`config.mk`:
```
export PLATFORM = sky130hd
export DESIGN_NAME = morse_key_sequencer
export DESIGN_NICKNAME = d
export VERILOG_FILES = /design/src/rtl/morse_key_sequencer.sv
export SDC_FILE = /design/constraint.sdc
export NUM_CORES = 1
export LEC_CHECK = 0
export BUFFER_PORTS_ARGS = -buffer_cell sky130_fd_sc_hd__buf_2
export CAP_MARGIN = 0
export CORE_UTILIZATION = 35
export DETAILED_ROUTE_END_ITERATION = 10
export GPL_TIMING_DRIVEN = 1
export PLACE_DENSITY = 0.5
export SETUP_SLACK_MARGIN = 0.2
export SLEW_MARGIN = 20
export SYNTH_ARGS = -nofsm -noshare
export SYNTH_HDL_FRONTEND = slang
export SYNTH_SLANG_ARGS = --single-unit
```
`constraint.sdc`:
```
create_clock -name clk -period 3.38 [get_ports clk]
set_input_delay 0.676 -clock clk [delete_from_list [all_inputs] [get_ports clk]]
set_output_delay 0.676 -clock clk [all_outputs]
set_load 0.02 [all_outputs]
```
`src/rtl/morse_key_sequencer.sv`:
```
// Morse key front end: times key presses, classifies dot/dash, collects up to
// five elements per symbol and hands the symbol to the decoder on valid/ready.
module morse_key_sequencer #(
    parameter int unsigned DOT_MAX    = 3,
    parameter int unsigned MIN_PRESS  = 1,
    parameter int unsigned GAP_CYCLES = 20,
    parameter int unsigned CNT_W      = 16
) (
    input  logic       clk,
    input  logic       rst,
    input  logic       button,
    input  logic       send,
    input  logic       code_ready,
    output logic       code_valid,
    output logic [4:0] code_bits,
    output logic [2:0] code_len,
    output logic       code_overflow,
    output logic       busy
);

    typedef enum logic [1:0] {
        S_IDLE,
        S_PRESS,
        S_GAP,
        S_REQ
    } state_e;

    localparam logic [CNT_W-1:0] DOT_MAX_C    = CNT_W'(DOT_MAX);
    localparam logic [CNT_W-1:0] MIN_PRESS_C  = CNT_W'(MIN_PRESS);
    localparam logic [CNT_W-1:0] GAP_CYCLES_C = CNT_W'(GAP_CYCLES);
    localparam logic [CNT_W-1:0] ONE_C        = CNT_W'(1);
    localparam logic [2:0]       MAX_LEN      = 3'd5;

    state_e           state_q, state_d;
    logic             button_q;
    logic             send_q;
    logic             armed_q;
    logic [CNT_W-1:0] press_cnt_q, press_cnt_d;
    logic [CNT_W-1:0] gap_cnt_q, gap_cnt_d;
    logic [4:0]       bits_q, bits_d;
    logic [2:0]       len_q, len_d;
    logic             ovf_q, ovf_d;
    logic             pend_q, pend_d;
    logic             valid_q, valid_d;
    logic             busy_q, busy_d;

    logic             key_rise;
    logic             send_edge;
    logic             is_dash;

    function automatic logic [CNT_W-1:0] sat_inc(input logic [CNT_W-1:0] v);
        return (v == '1) ? v : v + ONE_C;
    endfunction

    // A key already held when reset is released must not look like a fresh
    // rise, so rises are only accepted once the key has been seen up.
    assign key_rise  = button & ~button_q & armed_q;
    assign send_edge = send & ~send_q;
    assign is_dash   = (press_cnt_q > DOT_MAX_C);

    // Next-state and datapath decisions for the key/gap/request sequencing.
    always_comb begin
        state_d     = state_q;
        press_cnt_d = press_cnt_q;
        gap_cnt_d   = gap_cnt_q;
        bits_d      = bits_q;
        len_d       = len_q;
        ovf_d       = ovf_q;
        pend_d      = pend_q;

        case (state_q)
            S_IDLE: begin
                if (send_edge && (len_q != 3'd0)) begin
                    state_d = S_REQ;
                end else if (key_rise) begin
                    state_d     = S_PRESS;
                    press_cnt_d = ONE_C;
                end
            end

            S_PRESS: begin
                if (send_edge) begin
                    pend_d = 1'b1;
                end
                if (button) begin
                    press_cnt_d = sat_inc(press_cnt_q);
                end else if (press_cnt_q < MIN_PRESS_C) begin
                    // Glitch: drop it without touching the symbol.
                    gap_cnt_d = '0;
                    state_d   = (len_q != 3'd0) ? S_GAP : S_IDLE;
                end else begin
                    if (len_q < MAX_LEN) begin
                        bits_d = bits_q | ({4'b0000, is_dash} << len_q);
                        len_d  = len_q + 3'd1;
                    end else begin
                        ovf_d = 1'b1;
                    end
                    // A send edge on the release cycle itself still counts.
                    if (pend_q || send_edge) begin
                        state_d = S_REQ;
                    end else begin
                        state_d   = S_GAP;
                        gap_cnt_d = '0;
                    end
                end
            end

            S_GAP: begin
                if (send_edge) begin
                    state_d = S_REQ;
                end else if (gap_cnt_q >= GAP_CYCLES_C) begin
                    state_d = S_REQ;
                end else if (key_rise) begin
                    state_d     = S_PRESS;
                    press_cnt_d = ONE_C;
                    gap_cnt_d   = '0;
                end else if (!button) begin
                    gap_cnt_d = sat_inc(gap_cnt_q);
                end
            end

            S_REQ: begin
                if (valid_q && code_ready) begin
                    bits_d  = '0;
                    len_d   = '0;
                    ovf_d   = 1'b0;
                    pend_d  = 1'b0;
                    state_d = S_IDLE;
                end
            end

            default: begin
                state_d = S_IDLE;
            end
        endcase

        valid_d = (state_d == S_REQ);
        busy_d  = (state_d != S_IDLE);
    end

    // State, history and output registers with synchronous reset.
    always_ff @(posedge clk) begin
        if (rst) begin
            state_q     <= S_IDLE;
            button_q    <= 1'b0;
            send_q      <= 1'b0;
            armed_q     <= ~button;
            press_cnt_q <= '0;
            gap_cnt_q   <= '0;
            bits_q      <= '0;
            len_q       <= '0;
            ovf_q       <= 1'b0;
            pend_q      <= 1'b0;
            valid_q     <= 1'b0;
            busy_q      <= 1'b0;
        end else begin
            state_q     <= state_d;
            button_q    <= button;
            send_q      <= send;
            armed_q     <= armed_q | ~button;
            press_cnt_q <= press_cnt_d;
            gap_cnt_q   <= gap_cnt_d;
            bits_q      <= bits_d;
            len_q       <= len_d;
            ovf_q       <= ovf_d;
            pend_q      <= pend_d;
            valid_q     <= valid_d;
            busy_q      <= busy_d;
        end
    end

    assign code_valid    = valid_q;
    assign code_bits     = bits_q;
    assign code_len      = len_q;
    assign code_overflow = ovf_q;
    assign busy          = busy_q;

endmodule

```
Word-level counts from Yosys, hierarchy flattened
Index checks and enable logic that the tools add are counted.

word-level totals
  flip-flop bits (word level) = 49
  bits in latches = 0
  RAM bits = 0
  bits in read-only memories = 0
  input port bits = 5
  logic and storage cells = 106
  memories kept = 0

cells by class
  $add $sub $neg = 3
  multiply operators = 0
  div/mod/pow operators = 0
  order comparisons = 4
  equality and inequality tests = 20
  shifts and indexed selects = 1
  multiplexer cells = 44
  bitwise logic cells = 8
  reduce and logical (&&, ||, !) cells = 14

operators with widths
  cell                                                   count
  two-way mux 16 bit                                     14
  one-hot mux 16 bit (3 select lines)                    1
  adder 16 x 1 -> 16 bit (second input constant)         2
  == test 16 bit (second input constant)                 2
  one-hot mux 16 bit (2 select lines)                    1
  inequality test 2 bit (second input constant)          11
  two-way mux 5 bit                                      4
  >= comparator 16 x 5 -> 1 bit (second input constant)  1
  > comparator 16 x 2 -> 1 bit (second input constant)   1
  < comparator 16 x 1 -> 1 bit (second input constant)   1
  two-way mux 2 bit                                      8
  two-way mux 3 bit                                      4
  one-hot mux 5 bit (2 select lines)                     1
  AND reduction 5 bit                                    2
  inequality test 3 bit (second input constant)          3
  one-hot mux 2 bit (4 select lines)                     1
  two-way mux 1 bit                                      7
  AND reduction 7 bit                                    1
  == test 2 bit (second input constant)                  3
  one-hot mux 3 bit (2 select lines)                     1
  AND reduction 6 bit                                    1
  nonzero test 2 bit                                     3
  nonzero test 3 bit                                     2
  bitwise OR 5 bit                                       1
  12 further kinds                                       18

Longest topological paths before layout
Gate-level depths: netlist of run 1.

  word-level depth = 8
  depth in mapped cells = 10
  mapped depth without buffers = 8

Worst setup path after synthesis of run 1
No wires, ideal clock.

  path kind = input to register
  from = input port button
  to = register press_cnt_q[13]
  data arrival time = 1.980 ns
  data required time = 3.310 ns
  setup slack = 1.330 ns
  stages on the path = 7
  buffers on the path = 2
  cells stage by stage = clkbuf_1 nand2_1 nor3_2 o211ai_2 buf_6 or3_1 a21oi_1

between the ends
  cells in the longest elaborated chain, start to end = 6
  elaborated cells on any way between the ends = 9

RTL lines
  what                                 RTL line  RTL
  start, declared                      11        input logic button,
  bitwise AND 1 bit (2 in series)      57        assign key_rise = button & ~button_q & armed_q;
  two-way mux 16 bit (3 in series)     -
  one-hot mux 16 bit (3 select lines)  -
  end signal, assigned                 161       press_cnt_q <= press_cnt_d;
  end, declared                        38        logic [CNT_W-1:0] press_cnt_q, press_cnt_d;

Several ways; a longest one is shown, not always the timed one. The select of a mux whose other input is x is not followed.
A chain may end at the register's enable or synchronous reset.

Worst setup path in the final report of run 1
  from = register len_q[1], in the netlist code_len[1]
  to = register press_cnt_q[5]

between the ends
  cells in the longest elaborated chain, start to end = 4

RTL lines
  what                             RTL line  RTL
  start, declared                  41        logic [2:0] len_q, len_d;
  start signal, assigned           164       len_q <= len_d;
  nonzero test 3 bit               73        if (send_edge && (len_q != 3'd0)) begin
  logical AND 1 bit                73
  inequality test 2 bit (no line)  -
  AND reduction 6 bit (no line)    -

No other way between the ends.

==> flow_summary.json, run 1 <==
{
  "status": "complete, but fails checks",
  "violations": "design-rule violations",
  "gp_congestion": 0.780,
  "finalSetupViolations": 0,
  "fin_setup_tns_ps": 0,
  "clk_latency_ps": 310,
  "syn-cell-area_um2": 2380,
  "cp_slowest_cell": "or4_1",
  "syn_nets": 300,
  "synth-seq-cells": 49,
  "yosys_warnings": 0,
  "cts-root-buf": "clkbuf_8",
  "power_frac_comb": 0.203,
  "irDropWorstVdd_v": 0.000270,
  "synth_xor_area_frac": 0.00735,
  "grt_max_degree": 27,
  "final_layout_size_suffix_gt1_frac": 0.0963,
  "num_vias": 2078,
  "slew_viol_final": 0,
  "die_area_um2": 7150,
  "clk_pin_slew_worst_paths_ps": 90,
  "fin_nets": 312,
  "cpPeakStageDelay_ps": 610,
  "initial_core_util": 0.369,
  "coreArea_um2": 6460,
  "ant_nets": 0,
  "ctsResizeCount": 0,
  "synth_edf_count": 0,
  "synth_compound_area_frac": 0.212,
  "yosysTopAreaCellShare": 0.411,
  "clockBufferDepth": 2,
  "synth-simple-area-share": 0.283,
  "crit_path_start_kind": "flop",
  "hpwl_um": 3720,
  "grt_use_total": 0.163,
  "drv_cap": 0,
  "cp-end-kind": "flop",
  "dr.pass1.iters": 7,
  "grt_pass1_wl_um": 9290,
  "cts_tree": "yes",
  "crit_path_max_fanout": 26,
  "maxSlewHeadroom": 0.349,
  "synth.area.top_cells": "dfxtp_1 41%, nor2_1 5.7%, a21oi_1 4.6%",
  "power_frac_seq": 0.482,
  "fin_crit_ps": 2440,
  "min_path_type": "reg -> reg",
  "place_ws_ps": 807,
  "p_int_uw": 907,
  "p_clk_frac": 0.315,
  "synthCells": 289,
  "worst_pin_slew_ps": 973,
  "areaGrowthSynthToFinish_pct": 8.97,
  "overflow": 0,
  "wl_per_cell_um": 13.8,
  "die_w_um": 84.5,
  "path_cells": "inv_1 -> ha_1 -> nand2b_1 -> o21a_1 -> nor3_2 -> o211ai_2 -> or4_1 -> a21oi_1",
  "die_y_um": 84.5,
  "period_share": 0.721,
  "hold_viol_final": 0,
  "finalWorstSetupSlack_ps": 942,
  "synthMuxAreaShare": 0.00420,
  "critical_path_arrival_ps": 2680,
  "p_per_area_nw_per_um2": 504,
  "synth_top_family_by_area": "simple AND/OR/NAND/NOR gates",
  "ios": 16,
  "h-tree-depth": 2,
  "drt_iter0_markers": 126,
  "numPortBuffers": 15,
  "totalWireLength_um": 5230,
  "synth_ff_type": "dfxtp_1",
  "post-route-drc-count": 6,
  "path_class": "reg -> reg",
  "num_rows": 29,
  "synth-async-reset-ratio": 0,
  "p_leak_uw": 0.000932,
  "vias_per_cell": 5.50,
  "antenna_found_initial": 0,
  "fmax_mhz": 410,
  "swShare": 0.308,
  "ys_seq_area_frac": 0.411,
  "cts_hold_buf": 0,
  "cts_sinks": 49,
  "grt_setup_unrepaired": "no",
  "diodes": 0,
  "postCtsSetupBuffers": 0,
  "synth_most_common_cell": "dfxtp_1",
  "grt_pass1_vias": 1968,
  "synthAdderAreaFrac": 0.0315,
  "nFillCells": 685,
  "p_switching_uw": 404,
  "synth_common_cells": "49 x dfxtp_1, 36 x nor2_1, 27 x nand2_1",
  "yosysTopAreaCell": "dfxtp_1",
  "cts-buffers-inserted": 5,
  "ys_types": 50,
  "required_ps": 3620,
  "synth.avg_cell_area_um2": 8.25,
  "finalClockSkew_ps": 7.64
}
## state kept, by name, summed over array words and instances, names as in the netlist, 2 cells and up
signal	cells
gap_cnt_q	16
press_cnt_q	16
state_q	2
code_len	3
code_bits	5
## through the flow
step	hold WS (ps)	instances	utilization	total power (uW)	area, um2
2_1_floorplan	418	289	-	871	2380
3_3_place_gp	429	371	0.386	914	2490
3_5_place_dp	438	371	0.386	914	2490
4_1_cts	459	378	0.402	1330	2600
5_1_grt	483	378	0.402	1390	2600
6_report	463	378	0.402	1310	2600
## cells by family after synthesis
kind of cell / count (synthesis)
simple gates: 130
compound gates: 76
flops: 49
buf+inv: 25
fa+ha+maj: 6
xor+xnor: 2
mux: 1
## worst paths after layout
path	from	end	slack, ps	cells past startpoint
hold reg to reg	armed_q	armed_q	460	1
hold / removal	armed_q	armed_q	460	1
setup reg to reg	code_len[1]	press_cnt_q[5]	940	8
setup / recovery	code_len[1]	press_cnt_q[5]	940	8
## area by class of cell
cell class	instances	area [um2]	area share
Inverter	14	52.6	0.0202
Tap cell	77	96.3	0.0371
Sequential cell	49	981	0.377
Timing Repair Buffer	16	82.6	0.0318
Clock buffer	5	68.8	0.0265
Clock inverter	2	35.0	0.0135
Multi-Input combinational cell	215	1280	0.494
## cells in the final DEF (no fill, tap or decap), drive strengths merged, types with 7 or more instances in the layout
| master | synthesis | routed |
|---|---|---|
| dfxtp | 49 | 49 |
| nor2 | 36 | 36 |
| nand2 | 27 | 27 |
| a21oi | 23 | 23 |
| buf | 7 | 16 |
| inv | 14 | 14 |
| o21ai | 14 | 14 |
| nand3 | 13 | 13 |
| a31oi | 8 | 8 |
| or3 | 7 | 7 |
## power by group through the flow
| stage | Sequential, uW | Clock [uW] | Combinational (uW) |
|---|---|---|---|
| floorplan | 642 | 0 | 230 |
| global placement | 645 | 0 | 268 |
| detailed placement | 645 | 0 | 269 |
| CTS | 632 | 430 | 270 |
| global route | 637 | 452 | 298 |
| finish | 632 | 413 | 266 |
## worst max-delay path, delay by kind of cell (launching register included)
family	cells	cell delay, ps
and+or+nand+nor	3	910
adders and majority gates	1	160
DFF	1	380
AOI/OAI and AO/OA	3	770
buffers and inverters	1	140
## routing by layer
metal	track usage	wire length, um	up-vias	part of all wire
met4	0.0601	95	0	0.018
met2	0.268	2410	20	0.46
met1	0.211	2580	973	0.49
li1	-	-	1077	-
met3	0.0324	141	8	0.027
met5	0	0	-	0
Power figures use the tool's default switching activity.
==> inputs of run 2 (changes only) <==
==> constraint.sdc (replaced) <==
create_clock -name clk -period 2.4 [get_ports clk]
set_input_delay 0.48 -clock clk [delete_from_list [all_inputs] [get_ports clk]]
set_output_delay 0.48 -clock clk [all_outputs]
set_load 0.02 [all_outputs]
==> run 2 against run 1 <==
  * The run still ends with design-rule violations left
  * Non-clock buffer count is 6 higher
  * Critical path depth increased by 1
  * Register-to-register slack worse by 590 ps
  * Critical path type unchanged
  * Hold slack got worse by 63 ps
  * Sequential share of layout area shrank 1.1 points
  * Cell count is 1.9% higher
  * Clock power rose by 70%
==> flow_summary.json, run 2 (synthesized netlist as in run 1, its figures left out) <==
{
  "fin_area_um2": 2680,
  "final_layout_size_suffix_gt1_frac": 0.120,
  "min_path_type": "in -> reg",
  "ios": 16,
  "initial_core_util": 0.369,
  "p_per_area_nw_per_um2": 750,
  "grt_util_met3": 0.0295,
  "die_y_um": 84.5,
  "num_rows": 29,
  "areaGrowthSynthToFinish_pct": 12.2,
  "clockBufferDepth": 2,
  "overflow": 0,
  "grt_pass1_wl_um": 9330,
  "use_met2": 0.262,
  "finalWorstSetupSlack_ps": 353,
  "coreArea_um2": 6460,
  "ant_nets": 0,
  "vias_per_cell": 5.42,
  "totalWireLength_um": 5410,
  "hold_viol_final": 0,
  "worst_pin_slew_ps": 516,
  "period_share": 0.853,
  "irDropWorstVdd_v": 0.000357,
  "hpwl_um": 3890,
  "p_switching_uw": 589,
  "swShare": 0.293,
  "wl_per_cell_um": 14.1,
  "multiInputGateArea_um2": 1280,
  "place_ws_ps": 326,
  "maxSlewHeadroom": 0.652,
  "h-tree-depth": 2,
  "fmax_mhz": 488,
  "cts-buffers-inserted": 5,
  "crit_cells": 9,
  "numPortBuffers": 15,
  "cts_tree": "yes",
  "placed_area_um2": 2540,
  "nFillCells": 659,
  "required_ps": 2640,
  "slew_viol_final": 0,
  "clk_pin_slew_worst_paths_ps": 90,
  "power_frac_comb": 0.211,
  "cp_slowest_cell": "or4_1",
  "cpPeakStageDelay_ps": 400,
  "regToRegSetupSlack_ps": 350,
  "grt_max_degree": 16,
  "postCtsSetupBuffers": 0,
  "gr-max-usage-layer": "met2",
  "status": "complete, but fails checks",
  "path_class": "reg -> reg",
  "die_w_um": 84.5,
  "post-route-drc-count": 3,
  "die_area_um2": 7150,
  "use_met1": 0.216,
  "ff2ff_path_depth": 9,
  "finalSetupViolations": 0,
  "ctsResizeCount": 0,
  "num_vias": 2085,
  "grt_pass1_vias": 2013,
  "grt_use_total": 0.164,
  "drv_cap": 0,
  "fin_nets": 318,
  "dr.pass1.iters": 7,
  "power_frac_seq": 0.438,
  "cts_sinks": 49,
  "p_clk_frac": 0.351,
  "crit_start": "code_len[1]",
  "antenna_found_initial": 0,
  "layout_commonest_cell": "dfxtp_1",
  "layout_common_cells": "49 x dfxtp_1, 36 x nor2_1, 27 x nand2_1, 22 x a21oi_1, 15 x buf_2",
  "crit_path_start_kind": "flop",
  "gp_congestion": 0.752,
  "crit_path_max_fanout": 12,
  "total_power_uw": 2010,
  "fin_setup_tns_ps": 0,
  "cp-end-kind": "flop",
  "diodes": 0,
  "p_int_uw": 1420,
  "cts-root-buf": "clkbuf_8",
  "drt_iter0_markers": 133,
  "critical_path_arrival_ps": 2290,
  "cp_top_family": "simple AND/OR/NAND/NOR gates",
  "clk_latency_ps": 310,
  "r2r_start": "code_len[1]",
  "critPathCapture": "press_cnt_q[14]",
  "p_leak_uw": 0.000972,
  "path_cells": "inv_1 -> ha_1 -> nand2b_1 -> o21a_1 -> nor3_2 -> o211ai_2 -> buf_4 -> or4_1 -> a21oi_1",
  "grt_setup_unrepaired": "no",
  "finalClockSkew_ps": 5.14,
  "ff_latch_area_um2": 981,
  "regToRegEndpoint": "press_cnt_q[14]",
  "violations": "design-rule violations",
  "path_buf_inv": 2,
  "fin_crit_ps": 2050,
  "cts_hold_buf": 0
}
==> run 2: power groups by stage <==
| stage | combinational, uW | sequential (uW) | clock, uW |
|---|---|---|---|
| CTS | 424 | 880 | 720 |
| global route | 474 | 887 | 755 |
| floorplan | 324 | 904 | 0 |
| finish | 424 | 880 | 704 |
| global placement | 423 | 900 | 0 |
| detailed placement | 422 | 899 | 0 |
==> run 2: layout make-up <==
cell class	count	area share
repair buffers	22	0.0477
well taps	77	0.0360
multi-input cells	215	0.480
flip-flops and latches	49	0.367
clock inverters	3	0.0243
clock buffers	5	0.0257
inverters	14	0.0196
==> run 2: stage by stage <==
step	hold slack, ps	instances	util
final	400	385	0.414
after global routing	407	385	0.414
after CTS	394	385	0.414
after detailed placement	433	377	0.393
after global placement	437	377	0.393
after floorplan	418	289	-
==> run 2: how the worst min path moves through the flow <==
stage	slack, ps	cells past startpoint	start	endpoint
after global placement	440	1	armed_q	armed_q
after floorplan	420	1	armed_q	armed_q
after global routing	410	2	send	send_q
final	400	2	send	send_q
after CTS	390	2	send	send_q
after detailed placement	430	1	armed_q	armed_q
==> run 2: layer usage <==
layer	wire, um	share of wire
met1	2770	0.51
met2	2370	0.44
met3	168	0.031
met5	0	0
met4	102	0.019
==> inputs of run 3 (changes only) <==
--- a/config.mk
+++ b/config.mk
@@ -5,6 +5,7 @@
 export SDC_FILE = /design/constraint.sdc
 export NUM_CORES = 1
 export LEC_CHECK = 0
+export ABC_AREA = 1
 export BUFFER_PORTS_ARGS = -buffer_cell sky130_fd_sc_hd__buf_2
 export CAP_MARGIN = 0
 export CORE_UTILIZATION = 35
@@ -12,6 +13,7 @@
 export GPL_TIMING_DRIVEN = 1
 export PLACE_DENSITY = 0.5
 export SETUP_SLACK_MARGIN = 0.2
+export SKIP_CTS_REPAIR_TIMING = 1
 export SLEW_MARGIN = 20
 export SYNTH_ARGS = -nofsm -noshare
 export SYNTH_HDL_FRONTEND = slang
==> run 3 against run 2 <==
  * The run now ends clean
  * Combinational power rose by 58%
  * Clock skew fell by 0.93 ps
  * Clock power fell by 27%
  * Count of clock-buffer cells in the layout rose by 1
  * Cell count rose by 35%
==> flow_summary.json, run 3 <==
{
  "status": "finished, final reports clean",
  "ant_nets": 0,
  "cts-buffers-inserted": 5,
  "synth-async-reset-ratio": 0,
  "cts-root-buf": "clkbuf_8",
  "period_share": 0.764,
  "vias_per_cell": 4.53,
  "coreArea_um2": 7370,
  "path_buf_inv": 3,
  "yosysTopAreaCell": "dfxtp_1",
  "synth_common_cells": "96 x nand2_1, 67 x nor2_1, 49 x dfxtp_1",
  "power_frac_comb": 0.317,
  "p_int_uw": 1330,
  "grt_use_total": 0.155,
  "hold_start": "button",
  "drt_iter0_markers": 102,
  "cp_slowest_cell": "dfxtp_1",
  "r2r_start": "code_len[0]",
  "yosys_warnings": 0,
  "synth.area.top_cells": "dfxtp_1 36%, nand2_1 13%, nor2_1 9.3%",
  "diodes": 0,
  "synthCells": 401,
  "num_rows": 31,
  "final_layout_size_suffix_gt1_frac": 0.178,
  "die_w_um": 90.1,
  "synth-seq-cells": 49,
  "power_frac_seq": 0.441,
  "numPortBuffers": 15,
  "regToRegEndpoint": "press_cnt_q[9]",
  "drv_cap": 0,
  "layout_commonest_cell": "nand2_1",
  "die_area_um2": 8110,
  "clk_latency_ps": 290,
  "grt_pass1_wl_um": 10400,
  "grt_max_degree": 33,
  "totalWireLength_um": 5720,
  "overflow": 0,
  "ys_seq_area_frac": 0.361,
  "dr.pass1.iters": 4,
  "synth_most_common_cell": "nand2_1",
  "fmax_mhz": 545,
  "synth_edf_count": 0,
  "hpwl_um": 4100,
  "cpPeakStageDelay_ps": 350,
  "cts_sinks": 49,
  "initial_core_util": 0.368,
  "regToRegSetupSlack_ps": 570,
  "gp_congestion": 0.802,
  "h-tree-depth": 2,
  "p_leak_uw": 0.00124,
  "min_path_type": "in -> reg",
  "maxSlewHeadroom": 0.700,
  "fin_nets": 432,
  "die_y_um": 90.1,
  "finalClockSkew_ps": 4.21,
  "grt_setup_unrepaired": "no",
  "fin_crit_ps": 1830,
  "swShare": 0.372,
  "hold_path_depth": 2,
  "clk_pin_slew_worst_paths_ps": 90,
  "path_class": "reg -> reg",
  "clockBufferDepth": 2,
  "critical_path_arrival_ps": 2070,
  "hold_end": "armed_q",
  "ios": 16,
  "antenna_found_initial": 0,
  "hold_viol_final": 0,
  "cp-end-kind": "flop",
  "p_switching_uw": 790,
  "ff2ff_path_depth": 13,
  "slew_viol_final": 0,
  "synth.avg_cell_area_um2": 6.77,
  "post-route-drc-count": 0,
  "cts_tree": "yes",
  "fin_setup_tns_ps": 0,
  "areaGrowthSynthToFinish_pct": 11.3,
  "p_clk_frac": 0.242,
  "syn_nets": 412,
  "finalSetupViolations": 0,
  "worst_pin_slew_ps": 450,
  "ys_types": 32,
  "yosysTopAreaCellShare": 0.361,
  "p_per_area_nw_per_um2": 701,
  "cp_top_family": "simple AND/OR/NAND/NOR gates",
  "total_power_uw": 2120,
  "syn-cell-area_um2": 2720,
  "irDropWorstVdd_v": 0.000349,
  "crit_path_start_kind": "flop",
  "layout_common_cells": "96 x nand2_1, 67 x nor2_1, 49 x dfxtp_1, 43 x inv_1, 32 x nand3_1",
  "crit_path_max_fanout": 5,
  "required_ps": 2630,
  "synth_ff_type": "dfxtp_1",
  "grt_pass1_vias": 2265,
  "wl_per_cell_um": 11.0,
  "path_cells": "inv_1 -> ha_1 -> inv_1 -> nor2_1 -> nor2_1 -> nand2_1 -> nand2_1 -> nor2_4 -> nand2_2 -> nor2_4 -> buf_4 -> nand2_2 -> a21oi_2",
  "num_vias": 2359
}
## run 3: power groups by stage
stage / sequential (uW) / combinational [uW] / clock [uW]
final: 934 / 672 / 514
after global routing: 947 / 763 / 572
after CTS: 935 / 634 / 543
after detailed placement: 954 / 632 / 0
after global placement: 954 / 635 / 0
after floorplan: 962 / 494 / 0
## run 3: worst max path at each step
stage,startpoint,end,slack (ps),cells past startpoint
after floorplan,code_len[0],press_cnt_q[9],680,12
after global placement,button,press_cnt_q[3],400,11
after detailed placement,button,press_cnt_q[3],370,11
after CTS,code_len[0],press_cnt_q[2],420,12
after global routing,code_len[0],press_cnt_q[1],340,11
final,code_len[0],press_cnt_q[9],570,13
## run 3: worst reg2reg max path: cells and delay by family (launching register included)
family                     cells  cell delay (ps)
adders and majority gates      1              160
AOI/OAI and AO/OA              1              110
DFF                            1              350
and+or+nand+nor                8              790
buffers and inverters          3              360
## run 3: through the flow
stage / utilization / instance area, um2 / hold WS [ps] / cells / setup WS, ps
2_1_floorplan: - / 2720 / 419 / 401 / 684
3_3_place_gp: 0.392 / 2890 / 427 / 510 / 397
3_5_place_dp: 0.392 / 2890 / 430 / 510 / 371
4_1_cts: 0.405 / 2990 / 372 / 518 / 419
5_1_grt: 0.410 / 3020 / 368 / 521 / 339
6_report: 0.410 / 3020 / 383 / 521 / 565
## run 3: metal layers
| layer | share of wire | vias to the layer above | track usage |
|---|---|---|---|
| met5 | 0 | - | 0 |
| met4 | 0.0033 | 0 | 0.0363 |
| met3 | 0.034 | 2 | 0.0288 |
| met2 | 0.44 | 29 | 0.250 |
| met1 | 0.52 | 1027 | 0.213 |
| li1 | - | 1301 | - |
## run 3: logic make-up after synthesis
logic type               Yosys count  synth area share
XOR/XNOR                           9            0.0290
AND/OR/NAND/NOR                  242             0.406
AO/OA/AOI/OAI                     39            0.0931
adder cells (fa/ha/maj)            6            0.0276
buffers and inverters             56            0.0834
flip-flops                        49             0.361
## run 3: area by class of cell
cell class	count	area, um2
Clock inverter	2	13.8
Tap cell	99	124
Fill cell	803	4350
Sequential cell	49	981
Inverter	49	189
Timing Repair Buffer	20	125
Multi-Input combinational cell	296	1510
Clock buffer	6	82.6
